==> src/rtl/snake_game_ctrl.sv <==
// ---------------------------------------------------------------------------
// snake_game_ctrl
// Game sequencer for the snake display path. It synchronises the raw buttons
// and VGA v_sync, paces head moves off frame ticks, tracks the game state
// (IDLE / PLAY / DEAD) and the score.
//
// Ports
//   clk          system clock (shared with the graphics unit)
//   reset        asynchronous, active-low reset
//   up/down/left/right  raw button levels, asynchronous, active-high
//   v_sync       VGA vertical sync (active-low pulse), asynchronous
//   food_hit     head cell == food cell, valid the cycle after move_strobe
//   body_hit     head overlaps body, valid the cycle after move_strobe
//   head_x/head_y  head cell (column 0..GRID_W-1, row 0..GRID_H-1)
//   dir          current direction: 0 up, 1 down, 2 left, 3 right
//   move_strobe  one-cycle pulse when head_x/head_y change
//   grow         one-cycle pulse: lengthen the body by one
//   game_state   0 IDLE, 1 PLAY, 2 DEAD (also serves as the FSM debug view)
//   score        food eaten this game, saturating
//
// Move/hit handshake: move_strobe is high for exactly one cycle with the new
// head cell already on head_x/head_y. The graphics and body memory answer
// with food_hit/body_hit in the following cycle only; those inputs are
// ignored in every other cycle.
// ---------------------------------------------------------------------------
module snake_game_ctrl #(
    parameter int GRID_W          = 40,
    parameter int GRID_H          = 30,
    parameter int FRAMES_PER_MOVE = 8,
    parameter int DEAD_FRAMES     = 60,
    parameter int SCORE_W         = 8
) (
    input  logic               clk,
    input  logic               reset,
    input  logic               up,
    input  logic               down,
    input  logic               left,
    input  logic               right,
    input  logic               v_sync,
    input  logic               food_hit,
    input  logic               body_hit,
    output logic [5:0]         head_x,
    output logic [4:0]         head_y,
    output logic [1:0]         dir,
    output logic               move_strobe,
    output logic               grow,
    output logic [1:0]         game_state,
    output logic [SCORE_W-1:0] score
);

    typedef enum logic [1:0] {
        ST_IDLE = 2'd0,
        ST_PLAY = 2'd1,
        ST_DEAD = 2'd2
    } state_e;

    localparam int FW = (FRAMES_PER_MOVE > 1) ? $clog2(FRAMES_PER_MOVE) : 1;
    localparam int DW = $clog2(DEAD_FRAMES + 1);
    localparam logic [5:0]    CENTRE_X   = 6'(GRID_W / 2);
    localparam logic [4:0]    CENTRE_Y   = 5'(GRID_H / 2);
    localparam logic [5:0]    LAST_X     = 6'(GRID_W - 1);
    localparam logic [4:0]    LAST_Y     = 5'(GRID_H - 1);
    localparam logic [FW-1:0] FRAME_LAST = FW'(FRAMES_PER_MOVE - 1);
    localparam logic [DW-1:0] DEAD_LAST  = DW'(DEAD_FRAMES);

    state_e state_q, state_d;

    // button vectors are ordered {up, down, left, right}
    logic [3:0]         btn_meta_q, btn_sync_q;
    logic               vs_meta_q, vs_sync_q, vs_prev_q;
    logic [5:0]         head_x_q, head_x_d;
    logic [4:0]         head_y_q, head_y_d;
    logic [1:0]         dir_q, dir_d;
    logic [1:0]         pending_q, pending_d;
    logic               strobe_q, strobe_d;
    logic               grow_q, grow_d;
    logic               eval_q, eval_d;
    logic [SCORE_W-1:0] score_q, score_d;
    logic [FW-1:0]      frame_cnt_q, frame_cnt_d;
    logic [DW-1:0]      dead_cnt_q, dead_cnt_d;
    logic               idle_seen_q, idle_seen_d;
    logic               press_q, press_d;

    logic       frame_tick, any_btn, move_tick, blocked, dead_done;
    logic [1:0] sel_dir;
    logic [5:0] next_x;
    logic [4:0] next_y;

    assign frame_tick = vs_prev_q & ~vs_sync_q;
    assign any_btn    = |btn_sync_q;
    assign move_tick  = (state_q == ST_PLAY) && frame_tick && (frame_cnt_q == FRAME_LAST);
    assign dead_done  = (dead_cnt_q == DEAD_LAST);

    // fixed priority up > down > left > right
    always_comb begin
        sel_dir = 2'd3;
        if (btn_sync_q[3])      sel_dir = 2'd0;
        else if (btn_sync_q[2]) sel_dir = 2'd1;
        else if (btn_sync_q[1]) sel_dir = 2'd2;
    end

    // the edge check happens before any arithmetic so nothing ever wraps
    always_comb begin
        blocked = 1'b0;
        next_x  = head_x_q;
        next_y  = head_y_q;
        case (pending_q)
            2'd0:    begin blocked = (head_y_q == 5'd0);   next_y = head_y_q - 5'd1; end
            2'd1:    begin blocked = (head_y_q == LAST_Y); next_y = head_y_q + 5'd1; end
            2'd2:    begin blocked = (head_x_q == 6'd0);   next_x = head_x_q - 6'd1; end
            default: begin blocked = (head_x_q == LAST_X); next_x = head_x_q + 6'd1; end
        endcase
    end

    // state register
    always_ff @(posedge clk or negedge reset) begin
        if (!reset) state_q <= ST_IDLE;
        else        state_q <= state_d;
    end

    // next-state logic
    always_comb begin
        state_d = state_q;
        case (state_q)
            ST_IDLE: if (any_btn) state_d = ST_PLAY;
            ST_PLAY: if ((move_tick && blocked) || (eval_q && body_hit)) state_d = ST_DEAD;
            ST_DEAD: if (dead_done && press_q && !any_btn) state_d = ST_IDLE;
            default: state_d = ST_IDLE;
        endcase
    end

    // output / datapath next values
    always_comb begin
        head_x_d    = head_x_q;
        head_y_d    = head_y_q;
        dir_d       = dir_q;
        pending_d   = pending_q;
        strobe_d    = 1'b0;
        grow_d      = 1'b0;
        eval_d      = strobe_q;
        score_d     = score_q;
        frame_cnt_d = frame_cnt_q;
        dead_cnt_d  = '0;
        idle_seen_d = 1'b0;
        press_d     = 1'b0;
        case (state_q)
            ST_IDLE: begin
                head_x_d    = CENTRE_X;
                head_y_d    = CENTRE_Y;
                score_d     = '0;
                frame_cnt_d = '0;
                if (any_btn) begin
                    dir_d     = sel_dir;
                    pending_d = sel_dir;
                end
            end
            ST_PLAY: begin
                // reverse test is against the committed dir, not pending_dir
                if (any_btn && (sel_dir != (dir_q ^ 2'b01))) pending_d = sel_dir;
                if (frame_tick) begin
                    if (frame_cnt_q == FRAME_LAST) begin
                        frame_cnt_d = '0;
                        dir_d       = pending_q;
                        if (!blocked) begin
                            head_x_d = next_x;
                            head_y_d = next_y;
                            strobe_d = 1'b1;
                        end
                    end else begin
                        frame_cnt_d = frame_cnt_q + FW'(1);
                    end
                end
                // body_hit wins over food_hit
                if (eval_q && food_hit && !body_hit) begin
                    grow_d = 1'b1;
                    if (score_q != '1) score_d = score_q + SCORE_W'(1);
                end
            end
            ST_DEAD: begin
                dead_cnt_d  = dead_cnt_q;
                idle_seen_d = idle_seen_q;
                press_d     = press_q;
                if (frame_tick && !dead_done) dead_cnt_d = dead_cnt_q + DW'(1);
                // restart needs all-released, then a press, then all-released
                if (dead_done) begin
                    if (!any_btn) idle_seen_d = 1'b1;
                    if (idle_seen_q && any_btn) press_d = 1'b1;
                end
                if (state_d == ST_IDLE) begin
                    head_x_d = CENTRE_X;
                    head_y_d = CENTRE_Y;
                    score_d  = '0;
                end
            end
            default: ;
        endcase
    end

    always_ff @(posedge clk or negedge reset) begin
        if (!reset) begin
            btn_meta_q  <= '0;
            btn_sync_q  <= '0;
            vs_meta_q   <= 1'b0;
            vs_sync_q   <= 1'b0;
            vs_prev_q   <= 1'b0;
            head_x_q    <= CENTRE_X;
            head_y_q    <= CENTRE_Y;
            dir_q       <= 2'd3;
            pending_q   <= 2'd3;
            strobe_q    <= 1'b0;
            grow_q      <= 1'b0;
            eval_q      <= 1'b0;
            score_q     <= '0;
            frame_cnt_q <= '0;
            dead_cnt_q  <= '0;
            idle_seen_q <= 1'b0;
            press_q     <= 1'b0;
        end else begin
            btn_meta_q  <= {up, down, left, right};
            btn_sync_q  <= btn_meta_q;
            vs_meta_q   <= v_sync;
            vs_sync_q   <= vs_meta_q;
            vs_prev_q   <= vs_sync_q;
            head_x_q    <= head_x_d;
            head_y_q    <= head_y_d;
            dir_q       <= dir_d;
            pending_q   <= pending_d;
            strobe_q    <= strobe_d;
            grow_q      <= grow_d;
            eval_q      <= eval_d;
            score_q     <= score_d;
            frame_cnt_q <= frame_cnt_d;
            dead_cnt_q  <= dead_cnt_d;
            idle_seen_q <= idle_seen_d;
            press_q     <= press_d;
        end
    end

    assign head_x      = head_x_q;
    assign head_y      = head_y_q;
    assign dir         = dir_q;
    assign move_strobe = strobe_q;
    assign grow        = grow_q;
    assign game_state  = state_q;
    assign score       = score_q;

endmodule

==> config.mk <==
export PLATFORM = sky130hd
export DESIGN_NAME = snake_game_ctrl
export DESIGN_NICKNAME = d
export VERILOG_FILES = /design/src/rtl/snake_game_ctrl.sv
export SDC_FILE = /design/constraint.sdc
export NUM_CORES = 1
export LEC_CHECK = 0
export ABC_AREA = 1
export BUFFER_PORTS_ARGS = -buffer_cell sky130_fd_sc_hd__clkbuf_2
export CAP_MARGIN = 20
export CORE_UTILIZATION = 50
export CTS_CLUSTER_SIZE = 25
export DETAILED_ROUTE_END_ITERATION = 10
export GPL_TIMING_DRIVEN = 0
export HOLD_SLACK_MARGIN = 0.15
export PLACE_DENSITY = 0.7
export RECOVER_POWER = 100
export SYNTH_ARGS = -nofsm -noshare
export SYNTH_HDL_FRONTEND = slang
export SYNTH_SLANG_ARGS = --single-unit
==> constraint.sdc <==
create_clock -name clk -period 2.9 [get_ports clk]
set_input_delay 0.87 -clock clk [delete_from_list [all_inputs] [get_ports clk]]
set_output_delay 0.87 -clock clk [all_outputs]
set_load 0.02 [all_outputs]
# --- Yosys cells after proc, flatten, opt, wreduce, memory -nomap -nowiden ---
# Cells that the tools add are included.
op_classes:
  n_addsub: 7
  n_eq_ne: 24
  muxes: 47
  n_bitwise: 3
  n_reduce_logical: 32
op_table:
  columns: ["operator", "n"]
  rows:
  - ["2-to-1 mux 6 bit", 6]
  - ["2-to-1 mux 8 bit", 3]
  - ["one-hot mux 8 bit (3 select lines)", 1]
  - ["2-to-1 mux 5 bit", 4]
  - ["2-to-1 mux 2 bit", 9]
  - ["!= test 2 bit (second input constant)", 9]
  - ["one-hot mux 6 bit (3 select lines)", 1]
  - ["one-hot mux 5 bit (3 select lines)", 1]
  - ["2-to-1 mux 1 bit", 13]
  - ["adder 6 x 1 -> 6 bit (second input constant)", 2]
  - ["== test 6 bit (second input constant)", 2]
  - ["one-hot mux 6 bit (2 select lines)", 1]
  - ["AND reduction 6 bit", 2]
  - ["logical AND 1 bit", 11]
  - ["one-hot mux 5 bit (2 select lines)", 1]
  - ["adder 8 x 1 -> 8 bit (second input constant)", 1]
  - ["!= test 2 x 1 -> 1 bit (second input constant)", 4]
  - ["!= test 8 bit (second input constant)", 1]
  - ["one-hot mux 2 bit (2 select lines)", 2]
  - ["AND reduction 4 bit", 2]
  - ["zero test 2 bit", 3]
  - ["zero test 6 bit", 1]
  - ["2-to-1 mux 3 bit", 2]
  - ["one-hot mux 2 bit (3 select lines)", 1]
  - ["other kinds (23)", 30]
word_totals:
  regBits: 50
  input_bits: 9
  output_inout_bits: 25
  word_cells: 131

# --- Longest topological paths before layout ---
depth:
  depth_word: 11
  ltp_mapped: 12
  depth_no_buf: 12

# --- Worst setup path after synthesis ---
# No wires, ideal clock.
synth_timing:
  kind: "flip-flop to flip-flop"
  from: "reg pending_q[0]"
  to: "reg head_x_q[5] (netlist: head_x[5])"
  setup_ps: 118
  t_arrival_ps: 1683
  slack_ps: 1100
  stages_incl_launch_ff: 13
  path_buffers: 0
  path_cell_list: "dfstp_2 > inv_1 > nand2_1 > inv_1 > ha_1 > nand2_1 > nand2_1 > a21oi_1 > nand3_1 > nand2_1 > nor2_1 > nand3_1 > nand2_1"
synth_via:
  elab_chain_cells: 9
  word_cells_on_any_way: 19
synth_lines:
  columns: ["element", "line", "rtl"]
  rows:
  - ["start, declared", "74", "logic [1:0] pending_q, pending_d;"]
  - ["start signal, assigned", "227", "pending_q <= pending_d;"]
  - ["== test 2 bit (tied with other cells)", "107", "case (pending_q)"]
  - ["one-hot mux 1 bit (3 select lines)", "107", null]
  - ["logical AND 1 bit", "126", "ST_PLAY: if ((move_tick && blocked) || (eval_q && body_hit)) state_d = ST_DEAD;"]
  - ["logical OR 1 bit", "126", null]
  - ["2-to-1 mux 2 bit", "126", null]
  - ["one-hot mux 2 bit (3 select lines)", "124", "case (state_q)"]
  - ["zero test 2 bit", "189", "if (state_d == ST_IDLE) begin"]
  - ["!= test 2 bit (no source line)", null, null]
  - ["AND reduction 6 bit (no source line)", null, null]
  - ["end signal, assigned", "206", "head_x_q <= CENTRE_X;"]
  - ["end signal, assigned", "224", "head_x_q <= head_x_d;"]
  - ["end, declared", "71", "logic [5:0] head_x_q, head_x_d;"]
# Parallel ways exist; a longest one is shown, timed or not. The select of a mux whose other input is x is not followed.
# A chain may end at the register's enable or synchronous reset.

# --- Worst setup path in the final report ---
layout_timing:
  from: "reg state_q[1] (netlist: game_state[1])"
  to: "reg head_y_q[3] (netlist: head_y[3])"
layout_via:
  elab_chain_cells: 10
  word_cells_on_any_way: 20
layout_lines:
  columns: ["element", "line", "rtl"]
  rows:
  - ["start, declared", "66", "state_e state_q, state_d;"]
  - ["start signal, assigned", "118", "else state_q <= state_d;"]
  - ["== test 2 x 1 -> 1 bit", "91, 124, 146", null]
  - ["logical AND 1 bit (2 in a row)", "91", "assign move_tick = (state_q == ST_PLAY) && frame_tick && (frame_cnt_q == FRAME_LAST);"]
  - ["logical AND 1 bit", "126", null]
  - ["logical OR 1 bit", "126", null]
  - ["2-to-1 mux 2 bit", "126", null]
  - ["one-hot mux 2 bit (3 select lines)", "124", null]
  - ["zero test 2 bit", "189", null]
  - ["!= test 2 bit (no source line)", null, null]
  - ["AND reduction 6 bit (no source line)", null, null]
  - ["end signal, assigned", "225", "head_y_q <= head_y_d;"]
  - ["end, declared", "72", "logic [4:0] head_y_q, head_y_d;"]
# Parallel ways exist; a longest one is shown, timed or not.

==> results.json <==
{
  "status": "completed",
  "cts_tree": "done",
  "seq_area_sq_um": 1264,
  "syn_avg_cell_area_sq_um": 8.097,
  "post-place-ws_ns": 0.8681,
  "nNetsFinal": 412,
  "die_y_um": 77.07,
  "slowest_stage": "nor2_1",
  "cts_hold_buf": 0,
  "place.gp.congestion": 0.8062,
  "path_max_fanout": 10,
  "cts_buffers": 5,
  "grt_max_degree": 27,
  "path_clk_slew_ns": 0.08,
  "arrival_ns": 2.52,
  "critPathKind": "reg2reg",
  "drt_first_iter_violations": 64,
  "cpPeakStageDelay_ns": 0.61,
  "die-area_sq_um": 5940,
  "maxCapViolations": 0,
  "hold_viol": 0,
  "synth_nets": 371,
  "switchingPower_mw": 1.298,
  "layout.filler_cells": 505,
  "synth.distinct_cells": 29,
  "critical_path_required_ns": 3.14,
  "regToRegSetupSlack_ns": 0.62,
  "multi_input_area_sq_um": 1311,
  "first_pass_iters": 4,
  "startpoint_type": "flip-flop",
  "clkLatencyLatePin_ns": 0.30,
  "clkPwrFrac": 0.131,
  "rsz0062_at_grt": "no",
  "io_pins": 34,
  "fin_hold_ws_ns": 0.3540,
  "vias": 2342,
  "hold_class": "reg2reg",
  "cts_root_buf": "clkbuf_8",
  "timing.final.crit_share": 0.7855,
  "antenna_left": 0,
  "grt_pass1_vias": 2161,
  "wl_um": 5381,
  "post_synth_instance_area_sq_um": 2818,
  "pwr-share-comb": 0.484,
  "syn_inst": 348,
  "p_leak_nw": 1.498,
  "ys_seq_area_frac": 0.4485,
  "ys_warn_count": 0,
  "antenna_found_initial": 0,
  "setup_ws_ns": 0.6219,
  "cts-resized-gates": 0,
  "drive_above_1_share": 0.1080,
  "grt_pass1_wl_um": 9363,
  "rows": 26,
  "floorplan.initialDensity": 0.5347,
  "p_per_area_nw_per_um2": 921.8,
  "tightest_slew_ns": 1.333,
  "fmax_mhz": 439.0,
  "antenna_cells_inserted": 0,
  "setup-tns-final_ns": 0,
  "endpoint_kind": "flip-flop",
  "maxSlewHeadroom": 0.1116,
  "setup_viol": 0,
  "ys_ff_latch": 50,
  "p_int_mw": 1.528,
  "synthToLayoutAreaGrowth_pct": 8.792,
  "cts_max_path_buffers": 2,
  "pwr-share-seq": 0.385,
  "slew_viol_final": 0,
  "htree_levels": 2,
  "placement.io_buffers": 33,
  "routedWlPerCell_um": 11.72,
  "crit_chain": "clkbuf_1 -> nor2_1 -> inv_1 -> nor2_1 -> inv_1 -> nand3_1 -> nand2_1 -> nand2_1",
  "ir_worst_vdd_v": 0.0004102,
  "track_usage": 0.1977,
  "coreArea_sq_um": 5270,
  "p_total_mw": 2.826,
  "vias_per_cell": 5.102,
  "post_cts_buffers": 0,
  "switching_share": 0.4594,
  "die_w_um": 77.07,
  "drc": 0,
  "finalClockSkew_ns": 0.005367,
  "post-route-min-period_ns": 2.278,
  "cts.sinks": 50,
  "grt_overflow": 0,
  "detailed_place_hpwl_um": 4069
}
-- registers in the layout, summed over array words and instances (netlist names), 2 cells and up --
name         cells
dead_cnt_q       6
score            8
pending_q        2
head_y           5
dir              2
game_state       2
btn_sync_q       4
btn_meta_q       4
frame_cnt_q      3
head_x           6
-- metal layers --
| layer | track usage | wire length, um | vias up |
|---|---|---|---|
| li1 | - | - | 1210 |
| met3 | 0.03095 | 139 | 8 |
| met4 | 0.07170 | 72 | 0 |
| met5 | 0 | 0 | - |
| met2 | 0.3330 | 2552 | 29 |
| met1 | 0.2576 | 2616 | 1095 |
-- synth_stat cells, drive strengths merged --
master,number,share of area
nand2,96,0.13
xor2,4,0.012
buf,4,0.012
a31oi,1,0.0022
nand3b,3,0.0080
fa,2,0.014
xnor2,2,0.0062
o21ai,25,0.044
ha,12,0.053
a21oi,17,0.033
nand3,31,0.062
nand4,12,0.027
nor3,3,0.0053
or2,3,0.0067
inv,43,0.057
dfstp,10,0.093
nor2,40,0.072
dfrtp,40,0.36
-- logic make-up (layout without fill, tap and decap cells) --
family,Yosys count,after routing,share of synthesized area
compound gates,43,43,0.07949
xor+xnor,6,6,0.01865
fa+ha+maj,14,14,0.06749
buf+inv,47,88,0.06972
flops,50,50,0.4485
simple gates,188,188,0.3162
-- cell usage in the layout, fill, tap and decap left out, types with 4 or more instances in the layout --
master	netlist	layout
xor2_1	4	4
nor2_1	32	36
clkbuf_2	0	9
a21oi_1	15	17
ha_1	12	12
clkbuf_8	0	5
nand2_2	8	6
nand3_1	27	28
dfstp_2	10	8
clkbuf_1	0	27
o21ai_0	17	23
inv_1	38	40
nand2_1	88	90
dfrtp_1	40	40
nand4_1	12	12
-- worst paths after layout --
check | depth (start not counted) | endpoint | from
min in group asynchronous | 1 | frame_cnt_q[1] | reset
max | 8 | head_y[3] | game_state[1]
min | 0 | btn_sync_q[2] | btn_meta_q[2]
max reg2reg | 8 | head_y[3] | game_state[1]
max in group asynchronous | 2 | grow | reset
min reg2reg | 0 | btn_sync_q[2] | btn_meta_q[2]
-- metrics by stage --
stage / cells / area (sq um) / utilization
floorplan: 348 / 2818 / -
global placement: 451 / 3070 / 0.5826
detailed placement: 452 / 3090 / 0.5864
CTS: 459 / 3169 / 0.6014
global route: 459 / 3065 / 0.5817
finish: 459 / 3065 / 0.5817
-- layout make-up --
class	count	area share
multi-input cells	251	0.4278
flip-flops and latches	50	0.4122
inverters	43	0.05265
repair buffers	34	0.04531
well taps	70	0.02857
clock buffers	5	0.02245
plain buffers	4	0.007755
clock inverters	2	0.003265
-- power groups by stage --
stage               registers, mW  logic [mW]  clock network, mW
finish                       1.09        1.37              0.371
global route                 1.12        1.56              0.411
CTS                          1.10        1.45              0.387
detailed placement           1.11        1.44                  0
global placement             1.11        1.42                  0
floorplan                    1.20       0.979                  0
-- critical path, delay by kind of cell (launching register included) --
family	cells	cell delay [ns]
and+or+nand+nor	5	1.25
buffers and inverters	3	0.59
DFF	1	0.39
(Power assumes the default switching activity.)
